--- src/rtl/intersection_phase_scheduler.sv ---
`default_nettype none
// +--------------------------------------------------------------------------+
// | intersection_phase_scheduler: 4-road green/yellow/all-red sequencer with  |
// | preempt > jam > req round-robin arbitration.        Revision: 1.0         |
// +--------------------------------------------------------------------------+
module intersection_phase_scheduler #(
    parameter int GREEN_CYC     = 16,
    parameter int JAM_GREEN_CYC = 32,
    parameter int YELLOW_CYC    = 4,
    parameter int ALLRED_CYC    = 2,
    parameter int CNT_W         = 6
) (
    input  logic       clk,
    input  logic       rst,
    input  logic [3:0] req,
    input  logic [3:0] jam,
    input  logic       preempt_valid,
    input  logic [1:0] preempt_road,
    output logic       preempt_ack,
    output logic [3:0] green,
    output logic [3:0] yellow,
    output logic [1:0] cur_road,
    output logic [1:0] phase
);

    typedef enum logic [1:0] {
        PH_IDLE   = 2'd0,
        PH_GREEN  = 2'd1,
        PH_YELLOW = 2'd2,
        PH_ALLRED = 2'd3
    } phase_t;

    localparam logic [CNT_W-1:0] c_green_ld  = CNT_W'(GREEN_CYC - 1);
    localparam logic [CNT_W-1:0] c_jam_ld    = CNT_W'(JAM_GREEN_CYC - 1);
    localparam logic [CNT_W-1:0] c_yellow_ld = CNT_W'(YELLOW_CYC - 1);
    localparam logic [CNT_W-1:0] c_allred_ld = CNT_W'(ALLRED_CYC - 1);

    phase_t           phase_q, phase_d;
    logic [1:0]       cur_road_q, cur_road_d;
    logic [1:0]       rr_ptr_q, rr_ptr_d;
    logic [CNT_W-1:0] timer_q, timer_d;
    logic             jam_grant_q, jam_grant_d;
    logic             ack_q, ack_d;
    logic [3:0]       green_q, green_d;
    logic [3:0]       yellow_q, yellow_d;

    logic             win_valid;
    logic [1:0]       win_road;
    logic             win_pre;
    logic             jam_found, req_found;
    logic [1:0]       jam_road, req_road;
    logic [1:0]       idx;
    logic             competitor;
    logic             do_grant;
    logic [CNT_W-1:0] green_len;

    // Round-robin scan starts one past the last granted road.
    always_comb begin
        jam_found = 1'b0;
        jam_road  = 2'd0;
        req_found = 1'b0;
        req_road  = 2'd0;
        idx       = 2'd0;
        for (int k = 1; k <= 4; k++) begin
            idx = rr_ptr_q + 2'(k);
            if (!jam_found && req[idx] && jam[idx]) begin
                jam_found = 1'b1;
                jam_road  = idx;
            end
            if (!req_found && req[idx]) begin
                req_found = 1'b1;
                req_road  = idx;
            end
        end

        win_valid = 1'b0;
        win_road  = 2'd0;
        win_pre   = 1'b0;
        if (preempt_valid) begin
            win_valid = 1'b1;
            win_road  = preempt_road;
            win_pre   = 1'b1;
        end else if (jam_found) begin
            win_valid = 1'b1;
            win_road  = jam_road;
        end else if (req_found) begin
            win_valid = 1'b1;
            win_road  = req_road;
        end
    end

    always_comb begin
        competitor = ((req & ~(4'b0001 << cur_road_q)) != 4'b0000) ||
                     (preempt_valid && (preempt_road != cur_road_q));
        green_len  = jam_grant_q ? c_jam_ld : c_green_ld;

        phase_d     = phase_q;
        cur_road_d  = cur_road_q;
        rr_ptr_d    = rr_ptr_q;
        timer_d     = timer_q;
        jam_grant_d = jam_grant_q;
        ack_d       = 1'b0;
        do_grant    = 1'b0;

        case (phase_q)
            PH_IDLE: begin
                do_grant = win_valid;
            end
            PH_GREEN: begin
                if (preempt_valid && (preempt_road != cur_road_q)) begin
                    phase_d = PH_YELLOW;
                    timer_d = c_yellow_ld;
                end else if (preempt_valid) begin
                    ack_d   = 1'b1;
                    timer_d = green_len;
                end else if (timer_q == '0) begin
                    if (competitor || !req[cur_road_q]) begin
                        phase_d = PH_YELLOW;
                        timer_d = c_yellow_ld;
                    end else begin
                        timer_d = green_len;
                    end
                end else begin
                    timer_d = timer_q - 1'b1;
                end
            end
            PH_YELLOW: begin
                if (timer_q == '0) begin
                    phase_d = PH_ALLRED;
                    timer_d = c_allred_ld;
                end else begin
                    timer_d = timer_q - 1'b1;
                end
            end
            PH_ALLRED: begin
                if (timer_q == '0) begin
                    if (win_valid) begin
                        do_grant = 1'b1;
                    end else begin
                        phase_d = PH_IDLE;
                    end
                end else begin
                    timer_d = timer_q - 1'b1;
                end
            end
            default: phase_d = PH_IDLE;
        endcase

        // The jam bit sampled at grant fixes the green length for every extension.
        if (do_grant) begin
            phase_d     = PH_GREEN;
            cur_road_d  = win_road;
            rr_ptr_d    = win_road;
            jam_grant_d = jam[win_road];
            timer_d     = jam[win_road] ? c_jam_ld : c_green_ld;
            ack_d       = win_pre;
        end

        green_d  = (phase_d == PH_GREEN)  ? (4'b0001 << cur_road_d) : 4'b0000;
        yellow_d = (phase_d == PH_YELLOW) ? (4'b0001 << cur_road_d) : 4'b0000;
    end

    always_ff @(posedge clk) begin
        if (rst) begin
            phase_q     <= PH_IDLE;
            cur_road_q  <= 2'd0;
            rr_ptr_q    <= 2'd3;
            timer_q     <= '0;
            jam_grant_q <= 1'b0;
            ack_q       <= 1'b0;
            green_q     <= 4'b0000;
            yellow_q    <= 4'b0000;
        end else begin
            phase_q     <= phase_d;
            cur_road_q  <= cur_road_d;
            rr_ptr_q    <= rr_ptr_d;
            timer_q     <= timer_d;
            jam_grant_q <= jam_grant_d;
            ack_q       <= ack_d;
            green_q     <= green_d;
            yellow_q    <= yellow_d;
        end
    end

    assign preempt_ack = ack_q;
    assign green       = green_q;
    assign yellow      = yellow_q;
    assign cur_road    = cur_road_q;
    assign phase       = phase_q;

endmodule
`default_nettype wire

--- config.mk ---
export PLATFORM = sky130hd
export DESIGN_NAME = intersection_phase_scheduler
export DESIGN_NICKNAME = d
export VERILOG_FILES = /design/src/rtl/intersection_phase_scheduler.sv
export SDC_FILE = /design/constraint.sdc
export NUM_CORES = 1
export LEC_CHECK = 0
export CAP_MARGIN = 20
export CORE_ASPECT_RATIO = 2
export CORE_MARGIN = 2
export CORE_UTILIZATION = 45
export CTS_BUF_LIST = sky130_fd_sc_hd__clkbuf_4
export CTS_CLUSTER_DIAMETER = 40
export DETAILED_ROUTE_END_ITERATION = 12
export PLACE_DENSITY = 0.68
export RECOVER_POWER = 50
export SYNTH_ARGS = -nofsm -noshare
export SYNTH_HDL_FRONTEND = slang
export SYNTH_SLANG_ARGS = --single-unit
--- constraint.sdc ---
create_clock -name clk -period 5.4 [get_ports clk]
set_clock_uncertainty 0.1 [all_clocks]
set_input_delay 1.08 -clock clk [delete_from_list [all_inputs] [get_ports clk]]
set_output_delay 1.08 -clock clk [all_outputs]
set_load 0.01 [all_outputs]
==> out/metrics.cfg, run 1 <==
[sta]
post-route-min-period_ns = 3.553
tightest_slew_ns = 1.069
final.setup.tns_ns = 0
rsz0062_at_grt = false
fmax_mhz = 281.5
setup-violations-final = 0
slew_headroom = 0.2820
holdWs_ns = 0.4224
fin_crit_sh = 0.6579
finalMaxSlewViolations = 0
finalHoldViolCount = 0

[final_layout]
finalNetCount = 257
n_antenna_cell = 0
final_area_mm2 = 0.002029
area_delta_synth_final_pct = 18.14
post-route-util = 0.5566
fill_cells = 379
layout-drive-gt1-share = 0.1013

[synthesis]
synth-async-reset-ratio = 0
ys_top_cells_by_area = dfxtp_1, ha_1, o21ai_0, a21oi_1, nor3_1
synth_edf_count = 0
synth_flop_cell = dfxtp_1
ys_warn_count = 0
syn_nets = 235
synth_common_cells = dfxtp_1, nand2_1, nor2_1
yosysMostFrequentCell = dfxtp_1
avgSynthCellArea_um2 = 7.953
synthCells = 216
syn_area_mm2 = 0.001718
netlist.area_leader.share = 0.2564
yosysUniqueCellTypes = 64
synth_seq_cells = 22
ys_seq_area_frac = 0.2564
post-synth-top-area-cell = dfxtp_1

[clock_tree]
clk_pin_slew_ns = 0.13
clk_root_buffer_cell = clkbuf_4
clock-sinks = 22
tritoncts = yes
postCtsHoldBufs = 0
clk_latency_ns = 0.32
cts-buffers-inserted = 3
cts_buffer_depth = 2
postCtsSetupBuffers = 0
cts.repair.resized = 0
htree_levels = 1

[run]
cap_violations = 0

[setup_path]
arrival_ns = 3.67
crit_path_cell_trace = dlygate4sd3_1, nor3_1, and2_0, nor3_1, nor3b_1, a31oi_2, nor3_1
slowest_stage = dlygate4sd3_1
cp-end-kind = flop
crit_type = in -> reg
r2r-end = yellow[2]
cp-start-kind = input pin
reg2reg_from = timer_q[0]
worst_ep_required_time_ns = 5.51
ff2ff_path_depth = 8
path_delay_family = simple AND/OR/NAND/NOR gates
cp_num_buf_inv = 1
critPathMaxFanout = 12
critPathMaxStageDelay_ns = 0.89
cp_common_cell = nor3_1
rrSetupSlack_ns = 2.59

[worst_hold_path]
whs_path_depth = 2
hold_start = timer_q[5]
hp-class = reg -> reg
min_to = timer_q[5]

[detailed_routing]
firstDrtPassIters = 4
drtIter0Drc = 59
wire_per_inst_um = 18.06
wl_mm = 5.164
via_count = 1792
ant_nets = 0
drc = 0
via_per_inst = 6.266

[global_routing]
grt_start_max_net_pins = 17
grt_pass1_wl_mm = 8.273
grt_overflow = 0
antenna_found_initial = 0
grt_use_total = 0.2606
first_global_vias = 1786

[floorplanning]
die_h_um = 91.38
ios = 26
fp.coreArea_mm2 = 0.003646
start_util = 0.4712
die_x_um = 47.69
rows = 31
die-area_mm2 = 0.004358

[placement]
hpwl_mm = 4.043
place_congestion = 0.9953
port_buffers = 25
dpl_cell_area_mm2 = 0.001982

[pwr]
power_density_mw_per_mm2 = 448.6
p_leak_nw = 0.8128
vdd_drop_max_uv = 231.2

[outcome]
status = finished clean

## flip-flops by register name (all words and copies together), names as in the netlist
name	cells
yellow	4
rr_ptr_q	2
preempt_ack	1
cur_road	2
green	4
phase	2
timer_q	6
jam_grant_q	1
## kinds of logic after synthesis
family | Yosys count | share of synthesized area
adders and majority gates | 6 | 0.04370
AOI/OAI and AO/OA | 81 | 0.3496
xor gates and xnor gates | 2 | 0.01020
DFF | 22 | 0.2564
and+or+nand+nor | 82 | 0.2651
muxes | 2 | 0.01894
buffers and inverters | 21 | 0.05608
## worst reg2reg max path, cell delays in order, from the launching register on
cell,delay [ns]
dfxtp_1,0.36
inv_1,0.07
ha_1,0.21
nor3b_4,0.38
a31oi_2,0.15
nor3_1,0.87
nor3b_1,0.13
a31oi_2,0.33
nor3_1,0.11
## final cells by class
class | instances | area (µm²) | area share
well taps | 49 | 61.31 | 0.03021
clock buffers | 3 | 22.52 | 0.01110
repair buffers | 25 | 250.2 | 0.1233
flip-flops and latches | 22 | 440.4 | 0.2170
clock inverters | 1 | 30.03 | 0.01480
inverters | 13 | 48.80 | 0.02404
multi-input cells | 173 | 1176 | 0.5795
## per-layer routing
layer | track usage | wire (µm) | share of wire
met4 | 0.1577 | 258 | 0.050
met3 | 0.02584 | 134 | 0.026
met2 | 0.4633 | 2958 | 0.57
met1 | 0.2585 | 1813 | 0.35
met5 | 0 | 0 | 0
## through the flow
step	total power [mW]	setup WS (ns)	cells
after global placement	0.7884	1.893	282
after global routing	0.9738	1.697	286
after floorplan	0.6416	2.770	216
final	0.9104	1.847	286
after CTS	0.9184	2.214	286
after detailed placement	0.7888	1.893	282
## report_power, final
group / switching (mW) / total, mW / internal, mW
combinational: 0.301 / 0.511 / 0.209
sequential: 0.0625 / 0.270 / 0.207
clock: 0.0551 / 0.130 / 0.0751
## layout by cell type (no fill, tap or decap), types with 3 or more instances in the layout
master,instances
nor3_1,14
o211ai_1,4
nand3_1,6
and3b_1,3
nor2_1,16
o21ai_0,14
o311ai_0,3
o22ai_1,6
nor3b_1,4
inv_1,13
a211oi_1,4
o21a_1,5
dlygate4sd3_1,14
a21oi_1,13
nand2b_1,4
clkbuf_4,3
ha_1,6
nand2_1,17
dfxtp_1,22
clkdlybuf4s50_1,11
## how the worst max path moves through the flow
stage	from	end	slack (ns)	cells after the start
5_1_grt	preempt_valid	yellow[2]	1.70	7
6_report	preempt_valid	yellow[2]	1.85	7
2_1_floorplan	req[1]	green[2]	2.77	7
3_3_place_gp	req[3]	jam_grant_q	1.89	7
3_5_place_dp	req[3]	jam_grant_q	1.89	7
4_1_cts	req[3]	jam_grant_q	2.21	7
Note: power is estimated with default switching activity, not from simulation.
==> run 2, diff against run 1 <==
--- a/config.mk
+++ b/config.mk
@@ -12,7 +12,7 @@
 export CTS_BUF_LIST = sky130_fd_sc_hd__clkbuf_4
 export CTS_CLUSTER_DIAMETER = 40
 export DETAILED_ROUTE_END_ITERATION = 12
-export PLACE_DENSITY = 0.68
+export PLACE_DENSITY = 0.71
 export RECOVER_POWER = 50
 export SYNTH_ARGS = -nofsm -noshare
 export SYNTH_HDL_FRONTEND = slang
==> constraint.sdc (replaced) <==
create_clock -name clk -period 3.1 [get_ports clk]
set_clock_uncertainty 0.1 [all_clocks]
set_input_delay 0.62 -clock clk [delete_from_list [all_inputs] [get_ports clk]]
set_output_delay 0.62 -clock clk [all_outputs]
set_load 0.01 [all_outputs]
==> out/metrics.cfg, run 2 (synthesis results as in run 1) <==
[pwr]
internal_power_mw = 0.8714  ; was 0.4913 mW
power_frac_comb = 0.575  ; was 0.561
power_density_mw_per_mm2 = 764.9  ; was 448.6 mW/mm²
p_switching_mw = 0.7316  ; was 0.4191 mW
swShare = 0.4564  ; was 0.4603
vdd_drop_max_uv = 358.5  ; was 231.2 µV
p_leak_nw = 0.8531  ; was 0.8128 nW
seqPwrFrac = 0.284  ; was 0.296
clkPwrFrac = 0.141  ; was 0.143

[setup_path]
ff2ff_path_depth = 8  ; unchanged
worst_ep_required_time_ns = 3.21  ; was 5.51 ns
arrival_ns = 2.76  ; was 3.67 ns
r2r-end = green[2]  ; was yellow[2]
reg2reg_from = timer_q[0]  ; unchanged
rrSetupSlack_ns = 0.52  ; was 2.59 ns
cp-end-kind = flop  ; unchanged
critPathMaxFanout = 8  ; was 12
crit_type = in -> reg  ; unchanged
cp-start-kind = input pin  ; unchanged

[global_routing]
grt_start_max_net_pins = 14  ; was 17
grt_use_total = 0.2569  ; was 0.2606
first_global_vias = 1842  ; was 1,786
grt_pass1_wl_mm = 8.211  ; was 8.273 mm
antenna_found_initial = 1  ; was 0
grt_overflow = 0  ; unchanged

[outcome]
status = finished clean  ; unchanged

[placement]
hpwl_mm = 4.156  ; was 4.043 mm
place_congestion = 1.002  ; was 0.9953
port_buffers = 25  ; unchanged

[sta]
fin_crit_sh = 0.8563
holdWs_ns = 0.4166  ; was 0.4224 ns
slew_headroom = 0.4554  ; was 0.2820
setup-violations-final = 0  ; unchanged
tightest_slew_ns = 0.8107  ; was 1.069 ns
finalMaxSlewViolations = 0  ; unchanged
rsz0062_at_grt = false  ; unchanged
post-route-min-period_ns = 2.655
fmax_mhz = 376.7
finalHoldViolCount = 0  ; unchanged
final.setup.tns_ns = 0  ; unchanged

[detailed_routing]
drtIter0Drc = 60  ; was 59
firstDrtPassIters = 7  ; was 4
wl_met2_mm = 2.914  ; was 2.958 mm
drt-met1-wl_mm = 1.757  ; was 1.813 mm
wl_mm = 5.107  ; was 5.164 mm
via_per_inst = 6.101  ; was 6.266
wire_per_inst_um = 17.25  ; was 18.06 µm
ant_nets = 0  ; unchanged
top_layer = met4  ; unchanged
dr_wl_met3_um = 140  ; was 134 µm
via_count = 1806  ; was 1,792
drc = 0  ; unchanged

[final_layout]
most-common-layout-cells = dfxtp_1, nand2_1, nor2_1  ; unchanged
finalNetCount = 266  ; was 257
final_common_cell = dfxtp_1  ; unchanged
area_delta_synth_final_pct = 22.00  ; was 18.14%
layout-drive-gt1-share = 0.1301  ; was 0.1013
largest_register = timer_q  ; unchanged
largest_reg_flops = 6  ; unchanged

[run]
cap_violations = 0  ; unchanged

[worst_hold_path]
min_to = timer_q[5]  ; unchanged
hold_start = timer_q[5]  ; unchanged
hp-class = reg -> reg  ; unchanged
whs_path_depth = 2  ; unchanged

[clock_tree]
clk_pin_slew_ns = 0.14  ; was 0.13 ns
cts_buffer_depth = 2  ; unchanged
cts-buffers-inserted = 3  ; unchanged
tritoncts = yes  ; unchanged
postCtsSetupBuffers = 0  ; unchanged
postCtsHoldBufs = 0  ; unchanged
cts.repair.resized = 0  ; unchanged
htree_levels = 1  ; unchanged
clk_latency_ns = 0.33  ; was 0.32 ns
clock-sinks = 22  ; unchanged
clk_root_buffer_cell = clkbuf_4  ; unchanged

[floorplanning]
fp.coreArea_mm2 = 0.003646  ; unchanged
ios = 26  ; unchanged
rows = 31  ; unchanged
start_util = 0.4712  ; unchanged
die-area_mm2 = 0.004358  ; unchanged
die_h_um = 91.38  ; unchanged
die_x_um = 47.69  ; unchanged

run 2: cell types whose count changed in the layout (fill, tap and decap cells not counted):
| cell | change |
|---|---|
| buf_4 | +8 |
| and2_0 | -1 |
| and2_1 | +1 |
| clkbuf_1 | +1 |
| clkdlybuf4s50_1 | +1 |
| diode_2 | +1 |
| dlygate4sd3_1 | -1 |
run 2: power by group through the flow:
stage / Clock [mW] / Combinational, mW / Sequential, mW
2_1_floorplan: 0 / 0.672 / 0.445
5_1_grt: 0.235 / 1.01 / 0.467
6_report: 0.226 / 0.921 / 0.456
4_1_cts: 0.224 / 0.939 / 0.459
3_3_place_gp: 0 / 0.931 / 0.465
3_5_place_dp: 0 / 0.933 / 0.466
run 2: per-layer routing:
| layer | vias to the layer above | track usage |
|---|---|---|
| li1 | 886 | - |
| met1 | 843 | 0.2448 |
| met2 | 55 | 0.4522 |
| met3 | 22 | 0.02584 |
| met4 | 0 | 0.1824 |
| met5 | - | 0 |
run 2: cell type report:
type,instances,area (µm²)
antenna,1,2.502
clock buffer,3,22.52
tap,49,61.31
sequential,22,440.4
clock inverter,1,30.03
fill,386,1550
multi-input combinational,173,1176
timing repair buffer,34,314.1
inverter,13,48.80
run 2: critical path: stages:
cell and delay [ns]:
clkdlybuf4s50_1 0.55, buf_4 0.18, nor3_1 0.07, and2_1 0.18, nor3_1 0.62, nor3b_1 0.13
a31oi_2 0.31, nor3_1 0.10
run 2: through the flow:
stage	cells	worst slack, ns	util	cell area [µm²]	total power [mW]
4_1_cts	295	0.4692	0.5765	2102	1.621
6_report	296	0.4454	0.5748	2096	1.603
2_1_floorplan	216	0.9302	-	1718	1.118
3_5_place_dp	291	0.1459	0.5621	2049	1.399
5_1_grt	296	0.3049	0.5748	2096	1.713
3_3_place_gp	291	0.1691	0.5621	2049	1.396
run 2: how the worst max path moves through the flow:
stage                      start        end  cells after the start  slack [ns]
after global placement    req[1]  yellow[0]                      8        0.17
final                     req[3]   green[2]                      8        0.45
after global routing      req[3]  yellow[0]                      8        0.30
after CTS                 req[1]  yellow[1]                      8        0.47
after detailed placement  req[1]  yellow[1]                      8        0.15
after floorplan           req[1]   green[2]                      7        0.93
